**src/rtl/alu_cmd_issuer.sv**
```systemverilog
// Command issuer for the 8-bit combinational ALU: buffers commands in a FIFO,
// drives registered operands, captures the result and returns it over valid/ready.
module alu_cmd_issuer #(
  parameter int unsigned DEPTH = 4,
  parameter int unsigned CNT_W = 16
) (
  input  logic             clk,
  input  logic             rst_n,
  input  logic             cmd_valid,
  output logic             cmd_ready,
  input  logic [7:0]       cmd_a,
  input  logic [7:0]       cmd_b,
  input  logic [2:0]       cmd_sel,
  input  logic             cmd_chain,
  output logic [7:0]       alu_a,
  output logic [7:0]       alu_b,
  output logic [2:0]       alu_sel,
  input  logic [7:0]       alu_result,
  output logic             res_valid,
  input  logic             res_ready,
  output logic [7:0]       res_data,
  output logic             res_illegal,
  output logic             busy,
  output logic [CNT_W-1:0] op_count
);

  localparam int unsigned AW = (DEPTH > 1) ? $clog2(DEPTH) : 1;
  localparam int unsigned EW = 20;

  localparam logic [1:0] S_IDLE  = 2'd0;
  localparam logic [1:0] S_DRIVE = 2'd1;
  localparam logic [1:0] S_RESP  = 2'd2;

  localparam logic [AW:0] FULL = DEPTH[AW:0];

  logic [EW-1:0] mem [DEPTH];
  logic [AW-1:0] wr_ptr;
  logic [AW-1:0] rd_ptr;
  logic [AW:0]   count;
  logic [1:0]    state;
  logic [7:0]    acc;

  logic          fifo_nonempty;
  logic          push;
  logic          pop;
  logic [EW-1:0] head;
  logic [7:0]    head_a;
  logic [7:0]    head_b;
  logic [2:0]    head_sel;
  logic          head_chain;

  assign fifo_nonempty = (count != '0);
  assign cmd_ready     = (count != FULL);
  assign push          = cmd_valid && cmd_ready;
  // A pop happens from IDLE, or on the RESP handshake edge so results stream every 2 cycles
  assign pop           = fifo_nonempty &&
                         ((state == S_IDLE) ||
                          ((state == S_RESP) && res_valid && res_ready));
  assign busy          = (state != S_IDLE) || fifo_nonempty;

  assign head       = mem[rd_ptr];
  assign head_a     = head[19:12];
  assign head_b     = head[11:4];
  assign head_sel   = head[3:1];
  assign head_chain = head[0];

  always_ff @(posedge clk) begin
    if (push) begin
      mem[wr_ptr] <= {cmd_a, cmd_b, cmd_sel, cmd_chain};
    end
  end

  always_ff @(posedge clk or negedge rst_n) begin
    if (!rst_n) begin
      wr_ptr <= '0;
      rd_ptr <= '0;
      count  <= '0;
    end else begin
      if (push) wr_ptr <= wr_ptr + 1'b1;
      if (pop)  rd_ptr <= rd_ptr + 1'b1;
      case ({push, pop})
        2'b10:   count <= count + 1'b1;
        2'b01:   count <= count - 1'b1;
        default: count <= count;
      endcase
    end
  end

  always_ff @(posedge clk or negedge rst_n) begin
    if (!rst_n) begin
      state       <= S_IDLE;
      alu_a       <= '0;
      alu_b       <= '0;
      alu_sel     <= '0;
      res_valid   <= 1'b0;
      res_data    <= '0;
      res_illegal <= 1'b0;
      acc         <= '0;
      op_count    <= '0;
    end else begin
      // Chained commands resolve operand A from the latest capture, accepted or not
      if (pop) begin
        alu_a   <= head_chain ? acc : head_a;
        alu_b   <= head_b;
        alu_sel <= head_sel;
      end
      case (state)
        S_IDLE: begin
          if (pop) state <= S_DRIVE;
        end
        S_DRIVE: begin
          res_data    <= alu_result;
          acc         <= alu_result;
          res_illegal <= (alu_sel > 3'd4);
          res_valid   <= 1'b1;
          state       <= S_RESP;
        end
        S_RESP: begin
          if (res_valid && res_ready) begin
            res_valid <= 1'b0;
            op_count  <= op_count + 1'b1;
            state     <= pop ? S_DRIVE : S_IDLE;
          end
        end
        default: state <= S_IDLE;
      endcase
    end
  end

endmodule

```
**config.mk**
```make
export PLATFORM = sky130hd
export DESIGN_NAME = alu_cmd_issuer
export DESIGN_NICKNAME = d
export VERILOG_FILES = /design/src/rtl/alu_cmd_issuer.sv
export SDC_FILE = /design/constraint.sdc
export NUM_CORES = 1
export LEC_CHECK = 0
export ABC_AREA = 1
export CAP_MARGIN = 0
export CORE_ASPECT_RATIO = 1.2
export CORE_MARGIN = 1
export CORE_UTILIZATION = 44
export CTS_CLUSTER_DIAMETER = 120
export DETAILED_ROUTE_END_ITERATION = 8
export PLACE_DENSITY = 0.77
export SYNTH_ARGS = -nofsm -noshare
export SYNTH_HDL_FRONTEND = slang
export SYNTH_SLANG_ARGS = --single-unit
```
**constraint.sdc**
```tcl
create_clock -name clk -period 2.7 [get_ports clk]
set_input_delay 0.54 -clock clk [delete_from_list [all_inputs] [get_ports clk]]
set_output_delay 0.54 -clock clk [all_outputs]
set_load 0.005 [all_outputs]
```
==> impl_metrics.env, run 1 <==
export IMPL_areaGrowthSynthToFinish_pct=28.67
export IMPL_maxCapViolCount=0
export IMPL_syn_inst=506
export IMPL_n_fill_cell=957
export IMPL_initial_utilization_pct=45.33
export IMPL_status="completed"
export IMPL_netSwitchingPower_uw=2824
export IMPL_grt_pass1_wl_mm=18.58
export IMPL_dp_slack_ns=0.1470
export IMPL_cts_buffers=17
export IMPL_grt_max_degree=30
export IMPL_crit_arrival_ns=2.52
export IMPL_routedWlPerCell_um=14.52
export IMPL_hp_class="flip-flop to flip-flop"
export IMPL_clkTransAtPathRegs_ns=0.06
export IMPL_synth_nets=545
export IMPL_required_ns=3.04
export IMPL_tns_ns=0
export IMPL_ys_types=27
export IMPL_critPathLaunchType="primary input"
export IMPL_r2r_end="count[2]"
export IMPL_synth_seq_cells=134
export IMPL_grt_pass1_vias=3881
export IMPL_holdCritStartpoint="alu_b[2]"
export IMPL_finalCriticalPeriod_ns=2.179
export IMPL_crit_fanout=3
export IMPL_gr_usage_all_layers_pct=18.68
export IMPL_via_count=3826
export IMPL_cts_tree="done"
export IMPL_worst_slew_pin_slew_ns=0.5763
export IMPL_slowest_stage="clkdlybuf4s50_1"
export IMPL_slew_headroom_pct=61.54
export IMPL_reg2reg_depth=10
export IMPL_rsz0062_at_grt="false"
export IMPL_drc=0
export IMPL_worstReg2RegStart="count[0]"
export IMPL_cpPeakStageDelay_ns=0.46
export IMPL_design_core_area_um2=12110
export IMPL_dpl_hpwl_mm=7.490
export IMPL_final_cells=773
export IMPL_layout_common_cells="nand2_1 (158), edfxtp_1 (80), clkdlybuf4s50_1 (77), dfrtp_1 (54), nor2_1 (45)"
export IMPL_rrSetupSlack_ns=0.58
export IMPL_clkPwrFrac_pct=27.9
export IMPL_vias_per_cell=4.950
export IMPL_yosys_most_used_dff="edfxtp_1"
export IMPL_vdd_drop_max_v=0.0003971
export IMPL_hold_violations=0
export IMPL_timing_final_ws_setup_ns=0.5210
export IMPL_final_common_cell="nand2_1"
export IMPL_ys_top_cells_by_area="edfxtp_1 (44%), dfrtp_1 (25%), nand2_1 (11%), nor2_1 (3.1%), nand3_1 (2.8%)"
export IMPL_antenna_found_initial=0
export IMPL_ys_seq_area_share_pct=68.37
export IMPL_drv_slew=0
export IMPL_p_int_uw=5280
export IMPL_routed_wirelength_mm=11.23
export IMPL_hold_path_depth=2
export IMPL_min_period_over_period_pct=80.70
export IMPL_clock_sinks=134
export IMPL_clk_latency_ns=0.41
export IMPL_combPwrFrac_pct=34.1
export IMPL_io_buffers=78
export IMPL_fin_worst_skew_ns=0.006874
export IMPL_seqPwrFrac_pct=37.9
export IMPL_ios=79
export IMPL_fin_hold_ws_ns=0.4791
export IMPL_crit_top_cell="nand2_1"
export IMPL_endpoint_kind="flip-flop"
export IMPL_ys_warn_count=0
export IMPL_final_setup_viol_count=0
export IMPL_drtPass1Iterations=5
export IMPL_place_congestion=0.8578
export IMPL_die_h_um=124.4
export IMPL_startpoint="res_ready"
export IMPL_cts_max_path_buffers=2
export IMPL_netlist_area_um2=5490
export IMPL_async_reset_ff_share_pct=40.30
export IMPL_synth_top_area_cell="edfxtp_1"
export IMPL_synth_edf_count=80
export IMPL_whs_endpoint="alu_b[2]"
export IMPL_rows=44
export IMPL_p_per_area_nw_per_um2=1147
export IMPL_critPathKind="primary input to flip-flop"
export IMPL_synth_top_cell_area_share_pct=43.76
export IMPL_crit_path_cell_trace="clkdlybuf4s50_1, nand2_1, a21oi_1, nand2_1, inv_1, ha_1, inv_1, fa_1, nor2_1, nor2_1, nand2_1, xor2_1"
export IMPL_fp_dieW_um=104.0
export IMPL_nets=638
export IMPL_drtIter0Drc=235
export IMPL_switching_share_pct=34.84
export IMPL_max_freq_mhz=458.9
export IMPL_power_leakage_uw=0.002931
export IMPL_htree_levels=4
export IMPL_avgSynthCellArea_um2=10.85
export IMPL_grt_overflow_total=0
export IMPL_drive_gt1_share_pct=9.150
export IMPL_placed_cells=740
export IMPL_antenna_cells=0
export IMPL_cts_root_buf="clkbuf_16"
export IMPL_post_cts_buffers=0
export IMPL_ant_nets=0
export IMPL_fp_dieArea_um2=12930
## flip-flops by register name (all words and copies together), names as in the netlist
register / count
wr_ptr: 2
res_illegal: 1
count: 3
alu_a: 8
rd_ptr: 2
mem: 80
res_valid: 1
op_count: 16
acc: 8
alu_b: 8
alu_sel: 3
state: 2
## power groups by stage
| stage | combinational [µW] | clock [µW] | sequential (µW) |
|---|---|---|---|
| finish | 2770 | 2260 | 3070 |
| global route | 3090 | 2400 | 3140 |
| CTS | 2800 | 2290 | 3080 |
| detailed placement | 2760 | 0 | 3110 |
| global placement | 2640 | 0 | 3080 |
| floorplan | 1650 | 0 | 3070 |
## stage by stage
step                utilization (%)  total power [µW]  area, µm²
CTS                           58.33              8171       7064
global route                  58.33              8622       7064
detailed placement            53.36              5868       6462
global placement              53.36              5718       6462
finish                        58.33              8104       7064
floorplan                         -              4721       5490
## synth_stat cells (2+ instances only)
cell and count:
nand2_1 158, edfxtp_1 80, dfrtp_1 54, nor2_1 45, inv_1 35, nand3_1 31
o21ai_0 31, o22ai_1 11, xor2_1 11, buf_2 7, ha_1 6, buf_4 4
clkbuf_1 4, nand4_1 4, xnor2_1 4, inv_2 3, nor2_2 3, nor2_4 3
o21ai_1 3, a21oi_1 2
## cell type report
class	instances	area, µm²	share of cell area, %
sequential	134	3754	53.13
multi-input combinational	317	1499	21.22
timing repair buffer	91	875.8	12.40
clock buffer	17	425.4	6.022
tap	161	201.4	2.852
clock inverter	15	166.4	2.356
inverter	38	142.6	2.019
## worst max-delay path, delay by kind of cell
family	cells	cell delay, ns
buf+inv	3	0.62
fa+ha+maj	2	0.53
simple gates	5	0.52
compound gates	1	0.16
xor+xnor	1	0.14
## timing repair
item,4_1_cts,5_1_grt
hold buffers,1,0
resized for setup,0,0
endpoints found under the hold margin,8,0
## cells by family (layout without fill, tap and decap cells)
logic type	after synthesis	after routing	share of synthesized area, %
adder cells (fa/ha/maj)	7	7	1.732
AO/OA/AOI/OAI	47	47	4.535
flip-flops	134	134	68.37
AND/OR/NAND/NOR	248	248	18.64
buffers and inverters	55	161	4.330
XOR/XNOR	15	15	2.393
## layer usage
layer  GRT usage [%]  part of all wire (%)  vias up
li1                -                     -     1858
met1           21.18                    41     1822
met2           32.20                    51      128
met3           5.495                   5.1       18
met4           8.908                   2.0        0
met5               0                     0        -
## worst max-delay path by stage
| stage | depth (start not counted) | endpoint | slack, ns |
|---|---|---|---|
| after floorplan | 12 | count[2] | 0.59 |
| after global placement | 12 | count[2] | 0.26 |
| after detailed placement | 12 | count[2] | 0.15 |
| after CTS | 3 | busy | 0.52 |
| after global routing | 12 | count[2] | 0.43 |
| final | 12 | count[2] | 0.52 |
Power figures use the tool's default switching activity.
==> run 2, diff against run 1 <==
Settings changed: PLACE_DENSITY 0.77 to 0.79.
Clock period 2.7 ns to 1.9 ns, I/O delays scaled along.
==> run 2 against run 1 <==
Effect of this change:
- first-iteration DRC count fell by 15%
- clock power grew 33%
- power up 44%
- highest routed layer unchanged
- non-clock buffer count up 12
- clock skew up 0.0010 ns
- via count is 0.50% higher
- sequential cell count did not move
- largest cell class unchanged
- register-to-register slack worse by 0.49 ns
- critical endpoint unchanged
- critical path type unchanged
- global-route usage is essentially flat
- cell count up 1.6%
==> impl_metrics.env, run 2 (synthesis results as in run 1) <==
export IMPL_tns_ns=0
export IMPL_cts_tree="done"
export IMPL_antenna_cells=0
export IMPL_grt_pass1_wl_mm=18.80
export IMPL_clock_sinks=134
export IMPL_finalCriticalPeriod_ns=1.832
export IMPL_cts_root_buf="clkbuf_16"
export IMPL_hold_violations=0
export IMPL_drtIter0Drc=199
export IMPL_max_freq_mhz=545.9
export IMPL_hp_class="flip-flop to flip-flop"
export IMPL_design_core_area_um2=12110
export IMPL_drive_gt1_share_pct=11.86
export IMPL_p_per_area_nw_per_um2=1614
export IMPL_dpl_hpwl_mm=7.527
export IMPL_grt_max_degree=55
export IMPL_reg_top3="mem x80, op_count x16"
export IMPL_largest_reg_flops=80
export IMPL_gr_usage_all_layers_pct=18.65
export IMPL_routed_wirelength_mm=11.28
export IMPL_worst_slew_pin_slew_ns=0.3224
export IMPL_critPathKind="primary input to flip-flop"
export IMPL_routedWlPerCell_um=14.36
export IMPL_rows=44
export IMPL_ios=79
export IMPL_dp_slack_ns=-0.4055
export IMPL_clk_latency_ns=0.41
export IMPL_grt_overflow_total=0
export IMPL_grt_pass1_vias=3878
export IMPL_layout_common_cells="nand2_1 (155), edfxtp_1 (80), clkdlybuf4s50_1 (75), dfrtp_1 (54), nor2_1 (44)"
export IMPL_areaGrowthSynthToFinish_pct=31.38
export IMPL_final_setup_viol_count=0
export IMPL_via_count=3845
export IMPL_clkTransAtPathRegs_ns=0.05
export IMPL_die_h_um=124.4
export IMPL_crit_arrival_ns=2.16
export IMPL_cts_buffers=17
export IMPL_finish_utilization_pct=59.56
export IMPL_fp_dieArea_um2=12930
export IMPL_maxCapViolCount=0
export IMPL_nets=650
export IMPL_top_register="mem"
export IMPL_endpoint_kind="flip-flop"
export IMPL_htree_levels=4
export IMPL_n_fill_cell=945
export IMPL_ant_nets=0
export IMPL_vdd_drop_max_v=0.0006598
export IMPL_drtPass1Iterations=4
export IMPL_status="completed"
export IMPL_drv_slew=0
export IMPL_required_ns=2.23
export IMPL_drc=0
export IMPL_vias_per_cell=4.898
export IMPL_critPathLaunchType="primary input"
export IMPL_fp_dieW_um=104.0
export IMPL_fin_total_pwr_uw=11640
export IMPL_hold_path_depth=2
export IMPL_fin_worst_skew_ns=0.007904
export IMPL_antenna_found_initial=0
export IMPL_io_buffers=78
export IMPL_power_leakage_uw=0.002998
export IMPL_cts_max_path_buffers=2
export IMPL_final_common_cell="nand2_1"
export IMPL_crit_fanout=3
export IMPL_initial_utilization_pct=45.33
export IMPL_slew_headroom_pct=78.51
export IMPL_timing_final_ws_setup_ns=0.06821
export IMPL_min_period_over_period_pct=96.41
export IMPL_reg2reg_depth=13
export IMPL_place_congestion=0.8324
-- run 2: changes by cell type in the layout (fill, tap and decap cells not counted), moves of 3 or more --
cell	previous run	this run
buf_4	12	18
buf_12	0	5
inv_6	7	2
clkinv_2	1	4
nand2_1	158	155
nand2_2	1	4
-- run 2: routing by layer --
layer	global-route usage, %	routed length, µm
met4	8.908	201
met3	3.820	521
met2	32.71	5879
met1	21.76	4672
met5	0	0
-- run 2: repair_timing --
item / in CTS / in global routing
resized for setup: 3 / 11
pin swaps: 1 / 5
endpoints found under the setup margin: 2 / 4
buffers inserted: 2 / 4
endpoints found under the hold margin: 54 / 0
hold buffers: 1 / 0
-- run 2: final timing paths --
path,end,startpoint,slack (ns)
worst min register to register,alu_a[2],alu_a[2],0.48
worst max-delay path,count[2],res_ready,0.07
worst max register to register,count[2],count[1],0.09
max in group asynchronous,acc[3],rst_n,1.14
min in group asynchronous,op_count[1],rst_n,0.50
worst min-delay path,alu_a[2],alu_a[2],0.48
-- run 2: through the flow --
| step | area, µm² | hold slack [ns] | std cells |
|---|---|---|---|
| 6_report | 7213 | 0.4761 | 785 |
| 2_1_floorplan | 5495 | 0.08441 | 506 |
| 5_1_grt | 7213 | 0.5073 | 785 |
| 3_5_place_dp | 6573 | 0.4017 | 746 |
| 4_1_cts | 7153 | 0.4793 | 781 |
| 3_3_place_gp | 6573 | 0.3946 | 746 |
-- run 2: area by class of cell --
| type | instances | area (µm²) | share of cell area [%] |
|---|---|---|---|
| Tap cell | 161 | 201.4 | 2.793 |
| Timing Repair Buffer | 103 | 1033 | 14.33 |
| Sequential cell | 134 | 3754 | 52.04 |
| Clock buffer | 20 | 446.7 | 6.193 |
| Clock inverter | 12 | 105.1 | 1.457 |
| Multi-Input combinational cell | 317 | 1528 | 21.18 |
| Inverter | 38 | 145.1 | 2.012 |
-- run 2: worst max-delay path: stages --
cell and delay (ns):
clkdlybuf4s50_1 0.48, nand2_2 0.09, a21oi_2 0.17, nand2_2 0.08, inv_2 0.08, ha_4 0.13
inv_4 0.03, fa_2 0.35, nor2_1 0.09, nor2_1 0.05, nand2_1 0.07, xor2_1 0.14
-- run 2: power by group --
group | total (µW) | leakage, µW | switching, µW | internal (µW)
combinational | 4290 | 0.00134 | 2410 | 1880
sequential | 4350 | 0.00139 | 406 | 3940
clock | 3000 | 0.000272 | 1170 | 1830
total | 11600 | 0.00300 | 3990 | 7650
